### config.mk
export PLATFORM = sky130hd
export DESIGN_NAME = rs_encoder_flat
export DESIGN_NICKNAME = d
export VERILOG_FILES = /design/src/rtl/rs_encoder_pkg.sv /design/src/rtl/rs_encoder_if.sv /design/src/rtl/rs_encoder_gf256mul.sv /design/src/rtl/rs_encoder.sv /design/src/flat_wrapper.sv
export SDC_FILE = /design/constraint.sdc
export NUM_CORES = 1
export LEC_CHECK = 0
export BUFFER_PORTS_ARGS = -buffer_cell sky130_fd_sc_hd__clkbuf_2
export CAP_MARGIN = 20
export CELL_PAD_IN_SITES_DETAIL_PLACEMENT = 0
export CELL_PAD_IN_SITES_GLOBAL_PLACEMENT = 1
export CORE_MARGIN = 2
export CORE_UTILIZATION = 44
export DETAILED_ROUTE_END_ITERATION = 6
export GPL_TIMING_DRIVEN = 1
export HOLD_SLACK_MARGIN = 0.03
export PLACE_DENSITY = 0.73
export SLEW_MARGIN = 40
export SYNTH_ARGS = -nofsm -noshare
export SYNTH_HDL_FRONTEND = slang
export SYNTH_SLANG_ARGS = --single-unit
### constraint.sdc
create_clock -name clk -period 4.3 [get_ports clk]
set_clock_uncertainty 0.05 [all_clocks]
set_input_delay 0.215 -clock clk [delete_from_list [all_inputs] [get_ports clk]]
set_output_delay 0.215 -clock clk [all_outputs]
set_load 0.005 [all_outputs]
### src/rtl/rs_encoder_pkg.sv
// rtl/rs_encoder_pkg.sv - RS(255,247) encoder constants, generator coefficients and state type
package rs_encoder_pkg;

    localparam int N    = 255;
    localparam int K    = 247;
    localparam int NPAR = N - K;

    localparam logic [8:0] PRIM_POLY = 9'h11D;

    // g(x) = prod_{i=1..8} (x + alpha^i), non-leading coefficients
    localparam logic [7:0] G0 = 8'h25;
    localparam logic [7:0] G1 = 8'hE0;
    localparam logic [7:0] G2 = 8'h08;
    localparam logic [7:0] G3 = 8'hAC;
    localparam logic [7:0] G4 = 8'h47;
    localparam logic [7:0] G5 = 8'hB2;
    localparam logic [7:0] G6 = 8'h2C;
    localparam logic [7:0] G7 = 8'hE3;

    localparam logic [NPAR-1:0][7:0] GEN_COEFS = {G7, G6, G5, G4, G3, G2, G1, G0};

    typedef enum logic [1:0] {
        ST_IDLE,
        ST_DATA,
        ST_PARITY
    } enc_state_e;

endpackage

### src/rtl/rs_encoder_if.sv
// rtl/rs_encoder_if.sv - message-in / codeword-out handshake bundle for rs_encoder
interface rs_encoder_if;

    logic       start;
    logic       din_valid;
    logic [7:0] din;
    logic       din_ready;
    logic       dout_valid;
    logic [7:0] dout;
    logic       dout_sop;
    logic       dout_eop;
    logic       busy;

    modport slave (
        input  start, din_valid, din,
        output din_ready, dout_valid, dout, dout_sop, dout_eop, busy
    );

    modport master (
        output start, din_valid, din,
        input  din_ready, dout_valid, dout, dout_sop, dout_eop, busy
    );

endinterface

### src/rtl/rs_encoder_gf256mul.sv
// rtl/rs_encoder_gf256mul.sv - combinational GF(2^8) multiplier over the package primitive polynomial
module gf256mul
    import rs_encoder_pkg::*;
(
    input  logic [7:0] a_i,
    input  logic [7:0] b_i,
    output logic [7:0] p_o
);

    logic [7:0] acc;
    logic [7:0] sh;

    // Shift-and-add: sh walks a_i * x^i, reduced modulo the primitive polynomial.
    always_comb begin
        acc = 8'h00;
        sh  = a_i;
        for (int i = 0; i < 8; i++) begin
            if (b_i[i]) begin
                acc = acc ^ sh;
            end
            sh = {sh[6:0], 1'b0} ^ ({8{sh[7]}} & PRIM_POLY[7:0]);
        end
        p_o = acc;
    end

endmodule

### src/rtl/rs_encoder.sv
// rtl/rs_encoder.sv - systematic RS(255,247) encoder, LFSR parity with streamed codeword output
module rs_encoder
    import rs_encoder_pkg::*;
(
    input  logic         clk,
    input  logic         rst_n,
    rs_encoder_if.slave  bus
);

    localparam logic [7:0] LAST_MSG = 8'(K - 1);
    localparam logic [2:0] LAST_PAR = 3'(NPAR - 1);

    enc_state_e                 state_q;
    logic [NPAR-1:0][7:0]       r_q;
    logic [7:0]                 cnt_q;
    logic [2:0]                 par_cnt_q;
    logic                       din_ready_q;
    logic                       dout_valid_q;
    logic [7:0]                 dout_q;
    logic                       sop_q;
    logic                       eop_q;
    logic                       busy_q;

    logic [7:0]                 fb;
    logic [7:0]                 prod [NPAR];

    assign fb = bus.din ^ r_q[NPAR-1];

    for (genvar gi = 0; gi < NPAR; gi++) begin : g_mul
        gf256mul u_mul (
            .a_i (fb),
            .b_i (GEN_COEFS[gi]),
            .p_o (prod[gi])
        );
    end

    always_ff @(posedge clk or negedge rst_n) begin
        if (!rst_n) begin
            state_q      <= ST_IDLE;
            r_q          <= '0;
            cnt_q        <= 8'h00;
            par_cnt_q    <= 3'd0;
            din_ready_q  <= 1'b0;
            dout_valid_q <= 1'b0;
            dout_q       <= 8'h00;
            sop_q        <= 1'b0;
            eop_q        <= 1'b0;
            busy_q       <= 1'b0;
        end else begin
            dout_valid_q <= 1'b0;
            sop_q        <= 1'b0;
            eop_q        <= 1'b0;
            // start overrides everything, including a byte offered in the same cycle
            if (bus.start) begin
                state_q     <= ST_DATA;
                r_q         <= '0;
                cnt_q       <= 8'h00;
                par_cnt_q   <= 3'd0;
                din_ready_q <= 1'b1;
                busy_q      <= 1'b1;
            end else begin
                case (state_q)
                    ST_IDLE: begin
                        din_ready_q <= 1'b0;
                        busy_q      <= 1'b0;
                    end
                    ST_DATA: begin
                        if (bus.din_valid && din_ready_q) begin
                            dout_q       <= bus.din;
                            dout_valid_q <= 1'b1;
                            sop_q        <= (cnt_q == 8'h00);
                            r_q[0]       <= prod[0];
                            for (int i = 1; i < NPAR; i++) begin
                                r_q[i] <= r_q[i-1] ^ prod[i];
                            end
                            if (cnt_q == LAST_MSG) begin
                                state_q     <= ST_PARITY;
                                din_ready_q <= 1'b0;
                                par_cnt_q   <= 3'd0;
                            end else begin
                                cnt_q <= cnt_q + 8'd1;
                            end
                        end
                    end
                    ST_PARITY: begin
                        dout_q       <= r_q[NPAR-1];
                        dout_valid_q <= 1'b1;
                        r_q          <= {r_q[NPAR-2:0], 8'h00};
                        if (par_cnt_q == LAST_PAR) begin
                            eop_q   <= 1'b1;
                            state_q <= ST_IDLE;
                        end else begin
                            par_cnt_q <= par_cnt_q + 3'd1;
                        end
                    end
                    default: begin
                        state_q <= ST_IDLE;
                    end
                endcase
            end
        end
    end

    assign bus.din_ready  = din_ready_q;
    assign bus.dout_valid = dout_valid_q;
    assign bus.dout       = dout_q;
    assign bus.dout_sop   = sop_q;
    assign bus.dout_eop   = eop_q;
    assign bus.busy       = busy_q;

endmodule

### src/flat_wrapper.sv
// flat-port wrapper written by rule: the top's interface ports become plain ports
module rs_encoder_flat import rs_encoder_pkg::*;
  (clk, rst_n, bus_start, bus_din_valid, bus_din, bus_din_ready, bus_dout_valid, bus_dout, bus_dout_sop, bus_dout_eop, bus_busy);
  rs_encoder_if bus_i ();
  input  logic clk;
  input  logic rst_n;
  input wire logic [$bits(bus_i.start)-1:0] bus_start;
  input wire logic [$bits(bus_i.din_valid)-1:0] bus_din_valid;
  input wire logic [$bits(bus_i.din)-1:0] bus_din;
  output wire logic [$bits(bus_i.din_ready)-1:0] bus_din_ready;
  output wire logic [$bits(bus_i.dout_valid)-1:0] bus_dout_valid;
  output wire logic [$bits(bus_i.dout)-1:0] bus_dout;
  output wire logic [$bits(bus_i.dout_sop)-1:0] bus_dout_sop;
  output wire logic [$bits(bus_i.dout_eop)-1:0] bus_dout_eop;
  output wire logic [$bits(bus_i.busy)-1:0] bus_busy;
  assign bus_i.start = bus_start;
  assign bus_i.din_valid = bus_din_valid;
  assign bus_i.din = bus_din;
  assign bus_din_ready = bus_i.din_ready;
  assign bus_dout_valid = bus_i.dout_valid;
  assign bus_dout = bus_i.dout;
  assign bus_dout_sop = bus_i.dout_sop;
  assign bus_dout_eop = bus_i.dout_eop;
  assign bus_busy = bus_i.busy;
  rs_encoder u_core (.clk(clk), .rst_n(rst_n), .bus(bus_i));
endmodule
Word level (Yosys, flattened, before mapping)
Cells that the tools add are included.

Bits in registers: 90. Output and inout port bits: 13.

Add/subtract/negate cells: 2. Equality and inequality tests: 11. Muxes and demuxes: 34. Bitwise operators: 32. Reductions and logical operators: 15.

Operators by type and width (count): $xor 8x8->8 (24); $mux 64 (2); $pmux 64 s2 (1); $xor 8x5->8 (7); $mux 8 (5); $pmux 8 s2 (1); $mux 1 (13); $mux 3 (4); $ne 3x2->1 const B (3); $reduce_and 3->1 (3); $add 8x1->8 const B (1); $eq 8x8->1 const B (1); $logic_not 8->1 (1); $mux 2 (4); $reduce_and 4->1 (2); $reduce_bool 2->1 (4); $pmux 2 s3 (1); $pmux 3 s2 (1); $reduce_bool 3->1 (2); $ne 2x2->1 const B (2); $pmux 1 s2 (2); $add 3x1->3 const B (1); $eq 3x3->1 const B (1); $ne 3x3->1 const B (1); other kinds (7) (7).

Longest topological paths before layout
Gate-level depths: netlist of run 1.

Word-level depth: 13. Mapped depth: 8. Mapped depth without buffers: 8.

Modules after synthesis
Synthesis of run 1 repeated with hierarchy kept, for this count alone.

Cells, all modules: 1870. Area total of the unflattened synthesis: 14545.2 µm².

By module, submodules not included: gf256mul (instances 8, cells an instance 173, area each 1224.9 µm²); rs_encoder (instances 1, cells an instance 486, area each 4745.8 µm²).

Least setup slack after synthesis of run 1
No wires, ideal clock.

Path kind: flip-flop to flip-flop. From: register u_core.r_q[62] in the netlist's numbering. To: register u_core.r_q[41] in the netlist's numbering. Arrival: 1.929 ns. Data required time: 4.129 ns. Setup slack: 2.200 ns. Cell stages (with the launch flop): 8. Buffers on the path: 1. Cell sequence: dfrtp_1 -> xnor2_2 -> xnor2_1 -> buf_4 -> xnor3_1 -> nor2_1 -> xor2_1 -> a22o_1.

Word-level cells in the longest chain between the ends: 13.

RTL lines: start: declaration (RTL line rs_encoder.sv:14) `logic [NPAR-1:0][7:0] r_q;`; start signal: indexed assignment (RTL line rs_encoder.sv:74) `r_q[i] <= r_q[i-1] ^ prod[i];`; start signal: assignment (RTL line rs_encoder.sv:88) `r_q <= {r_q[NPAR-2:0], 8'h00};`; $xor 8x8->8 (RTL line rs_encoder.sv:27) `assign fb = bus.din ^ r_q[NPAR-1];`; $xor 8x5->8 (5 in a row) (RTL line rs_encoder_gf256mul.sv:21) `sh = {sh[6:0], 1'b0} ^ ({8{sh[7]}} & PRIM_POLY[7:0]);`; $xor 8x5->8; $xor 8x5->8 (RTL line rs_encoder_gf256mul.sv:21); $xor 8x8->8 (RTL line rs_encoder_gf256mul.sv:19) `acc = acc ^ sh;`; $xor 8x8->8 (RTL line rs_encoder.sv:74); $mux 64 (RTL line rs_encoder.sv:68) `if (bus.din_valid && din_ready_q) begin`; $pmux 64 s2 (RTL line rs_encoder.sv:62) `case (state_q)`; $mux 64 (RTL line rs_encoder.sv:54) `if (bus.start) begin`.

No other way between the ends. The select of a mux whose other input is x is not followed. A chain may end at the register's enable or synchronous reset.

Worst setup path in the final report of run 1
From: register u_core.state_q[1]. To: register u_core.r_q[44] in the netlist's numbering.

Word-level cells in the longest chain between the ends: 3.

RTL lines: start: declaration (RTL line rs_encoder.sv:13) `enc_state_e state_q;`; start signal: assignment (RTL line rs_encoder.sv:39) `state_q <= ST_IDLE;`; start signal: assignment (RTL line rs_encoder.sv:55) `state_q <= ST_DATA;`; start signal: assignment (RTL line rs_encoder.sv:77) `state_q <= ST_PARITY;`; $eq 2x2->1 / $eq 2x1->1 (equally long branches) (RTL line rs_encoder.sv:62); $pmux 64 s2 (tied with other cells) (RTL line rs_encoder.sv:62); $mux 64 / $reduce_and 2->1 (equally long branches).

Parallel ways exist; a longest one is shown, timed or not.

==> impl_results.rst, run 1 <==
.. list-table::
   :header-rows: 1

   * - Metric
     - Value
   * - Wire length of the first global-routing pass
     - 19200 um
   * - IR drop worst, VDD
     - 317 uV
   * - First-pass iteration count of the detailed router
     - 5
   * - Cell taking the most area after synthesis
     - sky130_fd_sc_hd__dfrtp_1
   * - Final weighted congestion in routability-driven placement
     - 0.808
   * - Routed wire per std cell
     - roughly 18 um
   * - Clock Tree Buf Depth
     - 2
   * - Mean instance size in the synthesized netlist
     - 11.0 um^2
   * - Post-CTS clock slew at the launch and capture registers of the worst setup and hold paths
     - 0.07 ns
   * - Num Clock Sinks
     - 90
   * - Floorplan Core Area
     - between 10000 and 15000 um^2
   * - Setup Viol. Count Final
     - 0
   * - Ordered cell list for the critical path
     - inv_1 > ha_1 > and3_1 > nor3_2 > nor2_4 > buf_4 > a22o_1
   * - Ratio of cells with drive above 1 in the final layout
     - 13.3%
   * - Fillers
     - 1061
   * - Overall die area
     - 13100 um^2
   * - Type of the setup path with the least slack
     - reg2reg
   * - Syn_nets
     - 507
   * - Clk_lat worst skew
     - 0.35 ns
   * - Warnings, synthesis
     - 0
   * - Final routed wirelength across all metal layers
     - 11700 um
   * - Antenna violations before repair
     - 0
   * - Critical path buffers and inverters
     - 2
   * - Pin count of the biggest net entering global routing
     - between 60 and 70
   * - Detailed-route DRC error count
     - 0
   * - PwrDens
     - 948 nW/um^2
   * - Number of rows in the core area
     - 40
   * - Max H-tree Level
     - 3
   * - Area of the mapped netlist
     - approximately 5400 um^2
   * - Number of buffers added by the clock tree synthesis step
     - 9
   * - Ant diodes
     - 0
   * - Worst path arrival time
     - 2.76 ns
   * - CP required
     - about 4.5 ns
   * - Via count of the first global-routing pass
     - roughly 3500
   * - DP Area
     - 5660 um^2
   * - Total power
     - approximately 5.6 mW
   * - Gate count after technology mapping
     - 487
   * - Proportion of netlist area held by the largest area contributor
     - 42.0%
   * - Area of all sequential standard cells
     - between 2000 and 2500 um^2
   * - Final hold violation count
     - 0
   * - Async set or reset register ratio after synthesis
     - 100%
   * - Number of cells after detailed placement
     - 642
   * - Time the final worst path needs with I/O delays and setup
     - between 2 and 3 ns
   * - Fin crit share
     - 58.8%
   * - RSZ-0062 raised after global routing
     - no
   * - Leading cell type by number of instances after synthesis
     - sky130_fd_sc_hd__dfrtp_1
   * - Area of combinational cells with multiple inputs
     - 3000 um^2
   * - Class of the tightest hold or removal check
     - in2reg
   * - Top flip-flop cell by instance count after synthesis
     - sky130_fd_sc_hd__dfrtp_1
   * - Reported max-cap violation count
     - 0
   * - Number of vias after detailed routing
     - 3565
   * - Post-layout net count
     - between 500 and 600
   * - Detailed Route Iter0 Violations
     - ~280
   * - Total global routing overflow
     - 0
   * - Main area contributors after synthesis
     - sky130_fd_sc_hd__dfrtp_1 (42%), sky130_fd_sc_hd__xor2_1 (10%), sky130_fd_sc_hd__a22o_1 (9.8%)
   * - Highest fanout seen on the critical path
     - 31
   * - Upper clock frequency limit
     - between 0.3 and 0.4 GHz
   * - Number of input and output port buffers inserted
     - 24
   * - CTS tree
     - done
   * - Max-slew headroom at the worst pin
     - 44.5%
   * - Worst setup SP type
     - flip-flop
   * - Aggregate negative setup slack
     - 0 ns
   * - Most used standard cells in the synthesized netlist
     - sky130_fd_sc_hd__dfrtp_1 (90), sky130_fd_sc_hd__nor2_1 (71), sky130_fd_sc_hd__xor2_1 (63)
   * - Number of library cell types mapped by synthesis
     - 43
   * - Final-report max-slew violation count
     - 0
   * - Root Buffer
     - sky130_fd_sc_hd__clkbuf_16
   * - Worst path slowest cell
     - sky130_fd_sc_hd__nor2_4
   * - Worst slew pin tran
     - 0.827 ns
   * - Endpoint class of the critical path
     - flip-flop
   * - Leak
     - 2.81 nW
   * - Vias per inst
     - roughly 5.4
   * - Initial Utilization
     - 44.8%
   * - Fin util
     - about half
   * - Ports
     - 25
   * - Global router's overall resource usage
     - 19.1%
   * - Largest stage delay on the critical path
     - about 0.52 ns
   * - Non-filler instance count after layout
     - 657
   * - Antenna Nets Post-Route
     - 0
   * - CP delay by family, top
     - simple AND/OR/NAND/NOR gates
   * - Yosys reg bits
     - 90
   * - Final HPWL DP
     - 7570 um
   * - Layout-stage area growth over the synthesis result
     - 10.6%
   * - Portion of the post-synthesis area used by sequential elements
     - 42.0%
   * - Chip width
     - 114 um
   * - Die Y-Extent
     - 114 um
   * - Status
     - completed
   * - Count of flip-flops with a built-in enable after synthesis
     - 0
   * - Total non-filler cell area in the finished layout
     - about 5900 um^2
-- worst min-delay path: cells and delay by family --
family	cells	cell delay (ns)
compound gates	1	0.08
buf+inv	1	0.10
mux	1	0.12
-- area by class of cell --
cell class / count / area share, %
timing repair buffer: 35 / 3.57
tap: 147 / 3.10
clock buffer: 11 / 4.09
sequential: 90 / 38.0
inverter: 7 / 0.443
clock inverter: 3 / 0.295
multi-input combinational: 364 / 50.5
-- per-layer routing --
| metal | part of all wire (%) | up-vias | routed length, um | global-route usage, % |
|---|---|---|---|---|
| met2 | 45 | 58 | 5230 | 28.6 |
| met1 | 50 | 1784 | 5830 | 28.0 |
| met4 | 1.9 | 0 | 219 | 6.34 |
| met5 | 0 | - | 0 | 0 |
| li1 | - | 1707 | - | - |
| met3 | 4.0 | 16 | 467 | 3.44 |
-- state kept, by name, indices dropped and copies added (netlist names) --
| register | cells |
|---|---|
| u_core.bus.busy | 1 |
| u_core.state_q | 2 |
| u_core.r_q | 64 |
| u_core.bus.dout_valid | 1 |
| u_core.bus.din_ready | 1 |
| u_core.bus.dout_eop | 1 |
| u_core.bus.dout_sop | 1 |
| u_core.par_cnt_q | 3 |
| u_core.bus.dout | 8 |
| u_core.cnt_q | 8 |
-- cells by family after synthesis --
logic type / count (synthesis) / synth area share (%)
buffers and inverters: 33 / 2.52
adder cells (fa/ha/maj): 8 / 1.87
AND/OR/NAND/NOR: 114 / 9.19
XOR/XNOR: 143 / 29.6
flip-flops: 90 / 42.0
multiplexers: 8 / 1.49
AO/OA/AOI/OAI: 91 / 13.4
-- final timing paths --
| kind | from | endpoint | slack, ns | depth (start not counted) |
|---|---|---|---|---|
| max | u_core.state_q[1] | u_core.r_q[44] | 1.77 | 7 |
| min | bus_din[5] | u_core.bus.dout[5] | 0.15 | 3 |
| max in group asynchronous | rst_n | u_core.bus.dout[0] | 2.99 | 3 |
| min in group asynchronous | rst_n | u_core.par_cnt_q[1] | 0.35 | 2 |
| max reg2reg | u_core.state_q[1] | u_core.r_q[44] | 1.77 | 7 |
| min reg2reg | u_core.bus.busy | u_core.bus.busy | 0.43 | 1 |
-- timing repair --
item | CTS | global route
endpoints found under the hold margin | 61 | 0
gates resized for setup | 0 | 0
buffers inserted | 0 | 0
hold buffers | 1 | 0
-- stage by stage --
| stage | setup slack (ns) | hold slack [ns] |
|---|---|---|
| 2_1_floorplan | 2.20 | -0.131 |
| 3_3_place_gp | 1.79 | 0.312 |
| 3_5_place_dp | 1.78 | 0.317 |
| 4_1_cts | 1.76 | 0.151 |
| 5_1_grt | 1.58 | 0.179 |
| 6_report | 1.77 | 0.149 |
-- placed cells by master (no fill, tap or decap), types with 5 or more instances in the layout --
| cell | count |
|---|---|
| sky130_fd_sc_hd__dfrtp_1 | 90 |
| sky130_fd_sc_hd__nor2_1 | 70 |
| sky130_fd_sc_hd__xor2_1 | 63 |
| sky130_fd_sc_hd__a22o_1 | 60 |
| sky130_fd_sc_hd__xnor2_1 | 55 |
| sky130_fd_sc_hd__clkbuf_2 | 23 |
| sky130_fd_sc_hd__a21oi_1 | 15 |
| sky130_fd_sc_hd__nand2_1 | 14 |
| sky130_fd_sc_hd__xnor3_1 | 11 |
| sky130_fd_sc_hd__buf_4 | 10 |
| sky130_fd_sc_hd__clkbuf_16 | 9 |
| sky130_fd_sc_hd__mux2i_1 | 8 |
| sky130_fd_sc_hd__inv_1 | 7 |
| sky130_fd_sc_hd__ha_1 | 7 |
| sky130_fd_sc_hd__nand3_1 | 6 |
| sky130_fd_sc_hd__o21ai_0 | 5 |
-- power by group --
group / switching, mW / internal (mW)
clock network: 0.329 / 0.399
logic: 1.76 / 1.80
registers: 0.211 / 1.12
Power figures use the tool's default switching activity.
==> run 2: changes to the inputs <==
--- a/config.mk
+++ b/config.mk
@@ -5,16 +5,17 @@
 export SDC_FILE = /design/constraint.sdc
 export NUM_CORES = 1
 export LEC_CHECK = 0
+export ABC_AREA = 1
 export BUFFER_PORTS_ARGS = -buffer_cell sky130_fd_sc_hd__clkbuf_2
 export CAP_MARGIN = 20
 export CELL_PAD_IN_SITES_DETAIL_PLACEMENT = 0
 export CELL_PAD_IN_SITES_GLOBAL_PLACEMENT = 1
 export CORE_MARGIN = 2
-export CORE_UTILIZATION = 44
+export CORE_UTILIZATION = 42
 export DETAILED_ROUTE_END_ITERATION = 6
 export GPL_TIMING_DRIVEN = 1
 export HOLD_SLACK_MARGIN = 0.03
-export PLACE_DENSITY = 0.73
+export PLACE_DENSITY = 0.78
 export SLEW_MARGIN = 40
 export SYNTH_ARGS = -nofsm -noshare
 export SYNTH_HDL_FRONTEND = slang
==> constraint.sdc (replaced) <==
create_clock -name clk -period 2.3 [get_ports clk]
set_clock_uncertainty 0.05 [all_clocks]
set_input_delay 0.115 -clock clk [delete_from_list [all_inputs] [get_ports clk]]
set_output_delay 0.115 -clock clk [all_outputs]
set_load 0.005 [all_outputs]
==> impl_results.rst, run 2 <==
.. list-table::
   :header-rows: 1

   * - Metric
     - Value
   * - Most used cells in the layout excluding fill and tap cells
     - sky130_fd_sc_hd__nand2_1 (265), sky130_fd_sc_hd__dfrtp_1 (89), sky130_fd_sc_hd__inv_1 (78)
   * - Reg with most FFs
     - u_core.r_q
   * - Number of vias after detailed routing
     - 5752
   * - Worst hold margin
     - 0.0441 ns
   * - Leak
     - 3.61 nW
   * - Warnings, synthesis
     - 0
   * - Layer with the highest usage
     - met2
   * - Total power
     - 11.5 mW
   * - Ports
     - 25
   * - Time the final worst path needs with I/O delays and setup
     - 2.14 ns
   * - Portion of the post-synthesis area used by sequential elements
     - 37.7%
   * - Status
     - completed
   * - Max H-tree Level
     - 3
   * - Number of rows in the core area
     - between 40 and 50
   * - Die Y-Extent
     - 123 um
   * - GRT met2 Usage
     - a little over two fifths
   * - FF-to-FF End
     - u_core.r_q[12]
   * - Most used standard cells in the synthesized netlist
     - sky130_fd_sc_hd__nand2_1 (277), sky130_fd_sc_hd__dfrtp_1 (90), sky130_fd_sc_hd__inv_1 (79)
   * - Number of flip-flops in the largest register
     - 64
   * - IR drop worst, VDD
     - roughly 500 uV
   * - Root Buffer
     - sky130_fd_sc_hd__clkbuf_16
   * - Fillers
     - 1372
   * - Detailed-route DRC error count
     - 0
   * - Main area contributors after synthesis
     - sky130_fd_sc_hd__dfrtp_1 (38%), sky130_fd_sc_hd__nand2_1 (17%), sky130_fd_sc_hd__nand3_1 (6.3%)
   * - Gate count after technology mapping
     - approximately 830
   * - Ant diodes
     - 0
   * - Largest stage delay on the critical path
     - ~0.42 ns
   * - Chip width
     - 123 um
   * - Met1 track utilization from global routing
     - 35.4%
   * - Antenna Nets Post-Route
     - 0
   * - Pin count of the biggest net entering global routing
     - 69
   * - Worst-case register-to-register setup slack
     - 0.16 ns
   * - Worst path arrival time
     - approximately 2.3 ns
   * - Endpoint class of the critical path
     - flip-flop
   * - CP required
     - 2.50 ns
   * - Area of the mapped netlist
     - 5980 um^2
   * - Count of flip-flops with a built-in enable after synthesis
     - 0
   * - NetSw
     - 5.89 mW
   * - Origin of the worst min-delay path
     - bus_start
   * - Yosys reg bits
     - 90
   * - Cell taking the most area after synthesis
     - sky130_fd_sc_hd__dfrtp_1
   * - Syn_nets
     - 846
   * - Hold Path Stages
     - 2
   * - PwrDens
     - ~1600 nW/um^2
   * - CP delay by family, top
     - simple AND/OR/NAND/NOR gates
   * - Wire length of the first global-routing pass
     - 29500 um
   * - Critical R2R Launch
     - u_core.r_q[63]
   * - Sequential Power Share
     - 21.6%
   * - First-pass iteration count of the detailed router
     - 5
   * - Critical Path Most Common Cell
     - sky130_fd_sc_hd__nand2_1
   * - Detailed Route Iter0 Violations
     - 418
   * - Worst slew pin tran
     - about 0.63 ns
   * - Worst Hold Endpoint
     - u_core.cnt_q[1]
   * - Internal portion of total power
     - 5.65 mW
   * - Reported max-cap violation count
     - 0
   * - Grt met3 use
     - 2.40%
   * - Aggregate negative setup slack
     - 0 ns
   * - Setup Viol. Count Final
     - 0
   * - Post-CTS clock slew at the launch and capture registers of the worst setup and hold paths
     - 0.08 ns
   * - Cell depth of the worst flop-to-flop path
     - 16
   * - Highest fanout seen on the critical path
     - 6
   * - Number of library cell types mapped by synthesis
     - 38
   * - Max-slew headroom at the worst pin
     - 58.2%
   * - Floorplan Core Area
     - 13900 um^2
   * - Fin crit share
     - between 90% and 100%
   * - CTS tree
     - done
   * - Leading cell type by number of instances after synthesis
     - sky130_fd_sc_hd__nand2_1
   * - Global router's overall resource usage
     - about 26%
   * - Upper clock frequency limit
     - around 0.47 GHz
   * - Clk_lat worst skew
     - 0.36 ns
   * - Via count of the first global-routing pass
     - 5485
   * - Worst path slowest cell
     - sky130_fd_sc_hd__dfrtp_1
   * - Worst setup SP type
     - flip-flop
   * - Most common library cell in the layout ignoring fill and taps
     - sky130_fd_sc_hd__nand2_1
   * - Final HPWL DP
     - 13200 um
   * - Proportion of netlist area held by the largest area contributor
     - 37.7%
   * - Share of total power consumed by net switching
     - 51.0%
   * - DP Worst Slack
     - -0.112 ns
   * - Ordered cell list for the critical path
     - inv_1 > nand2_1 > nand2_4 > nand2_2 > nand2_4 > nand2_1 > nand2_1 > nand2_1 > nand2_2 > nand2_1 > nand2_1 > nand2_1 > nand3_1 > nand2_1 > nand3_1 > nand2_1
   * - Critical path buffers and inverters
     - 1
   * - Overall die area
     - 15200 um^2
   * - Mean instance size in the synthesized netlist
     - about 7.2 um^2
   * - Async set or reset register ratio after synthesis
     - 100%
   * - Clock Tree Buf Depth
     - 2
   * - Initial Utilization
     - 43.1%
   * - Crit path setup slack, layout
     - 0.162 ns
   * - Final-report max-slew violation count
     - 0
   * - Class of the tightest hold or removal check
     - in2reg
   * - Antenna violations before repair
     - 0
   * - Routed wire per std cell
     - 16.9 um
   * - Post-layout net count
     - just over 900
   * - Final hold violation count
     - 0
   * - Layout-stage area growth over the synthesis result
     - 19.4%
   * - Relative contribution of combinational cells to total power
     - 65.5%
   * - Number of input and output port buffers inserted
     - 24
   * - Clock share of power
     - 12.9%
   * - Num Clock Sinks
     - 90
   * - Vias per inst
     - between 5 and 6
   * - Total global routing overflow
     - 0
   * - Top flip-flop cell by instance count after synthesis
     - sky130_fd_sc_hd__dfrtp_1
   * - Ratio of cells with drive above 1 in the final layout
     - a little under a fifth
   * - Final routed wirelength across all metal layers
     - 18300 um
   * - Type of the setup path with the least slack
     - reg2reg
   * - Final weighted congestion in routability-driven placement
     - 0.952
   * - Number of buffers added by the clock tree synthesis step
     - 9
run 2: changes by cell type after synthesis, moves of 22 or more:
cell,before,now
sky130_fd_sc_hd__nand2_2,0,22
sky130_fd_sc_hd__xor2_1,63,37
sky130_fd_sc_hd__o21ai_0,5,39
sky130_fd_sc_hd__a22o_1,60,1
sky130_fd_sc_hd__xnor2_1,55,11
sky130_fd_sc_hd__nand3_1,6,75
sky130_fd_sc_hd__nor2_1,71,33
sky130_fd_sc_hd__inv_1,7,79
sky130_fd_sc_hd__nand2_1,14,277
run 2: how the worst max path moves through the flow:
| stage | slack (ns) | from | end | cells past startpoint |
|---|---|---|---|---|
| after detailed placement | -0.11 | u_core.r_q[63] | u_core.r_q[8] | 12 |
| after global routing | -0.04 | u_core.r_q[63] | u_core.r_q[60] | 15 |
| after floorplan | 0.32 | u_core.state_q[0] | u_core.r_q[16] | 10 |
| after CTS | 0.05 | u_core.r_q[62] | u_core.r_q[60] | 13 |
| final | 0.16 | u_core.r_q[63] | u_core.r_q[12] | 16 |
| after global placement | -0.11 | u_core.r_q[63] | u_core.r_q[8] | 12 |
run 2: layout make-up:
type	count	area, um^2	share of cell area [%]
Inverter	82	308	4.31
Clock buffer	9	225	3.16
Timing Repair Buffer	84	643	9.01
Tap cell	180	225	3.16
Multi-Input combinational cell	626	3410	47.8
Sequential cell	90	2250	31.6
Clock inverter	7	70.1	0.982
run 2: repair_timing:
action / CTS / global route
pin swaps: 1 / 7
gates resized for setup: 7 / 25
buffers inserted: 1 / 10
hold buffers: 7 / 0
endpoints found under the hold margin: 48 / 0
endpoints found under the setup margin: 13 / 30
run 2: stage by stage:
stage	area, um^2	utilization [%]	std cells
finish	7140	51.4	1078
global route	7140	51.4	1078
CTS	6970	50.2	1068
detailed placement	6560	47.3	1044
global placement	6560	47.3	1044
floorplan	5980	-	826
run 2: power groups by stage:
stage / clock (mW) / combinational (mW) / sequential (mW)
2_1_floorplan: 0 / 4.92 / 2.43
3_3_place_gp: 0 / 7.01 / 2.48
3_5_place_dp: 0 / 7.08 / 2.51
4_1_cts: 1.52 / 7.22 / 2.48
5_1_grt: 1.58 / 8.40 / 2.56
6_report: 1.49 / 7.57 / 2.49
run 2: cell families after synthesis:
family,after synthesis,share of synthesized area (%)
AO/OA/AOI/OAI,113,10.7
adder cells (fa/ha/maj),8,1.68
buffers and inverters,110,7.20
AND/OR/NAND/NOR,451,33.5
flip-flops,90,37.7
XOR/XNOR,54,9.23
run 2: layer usage:
layer  vias to the layer above  routed length [um]
met2                       137                8570
met4                         0                 407
met3                        30                 761
met1                      2777                8510
li1                       2808                   -
met5                         -                   0
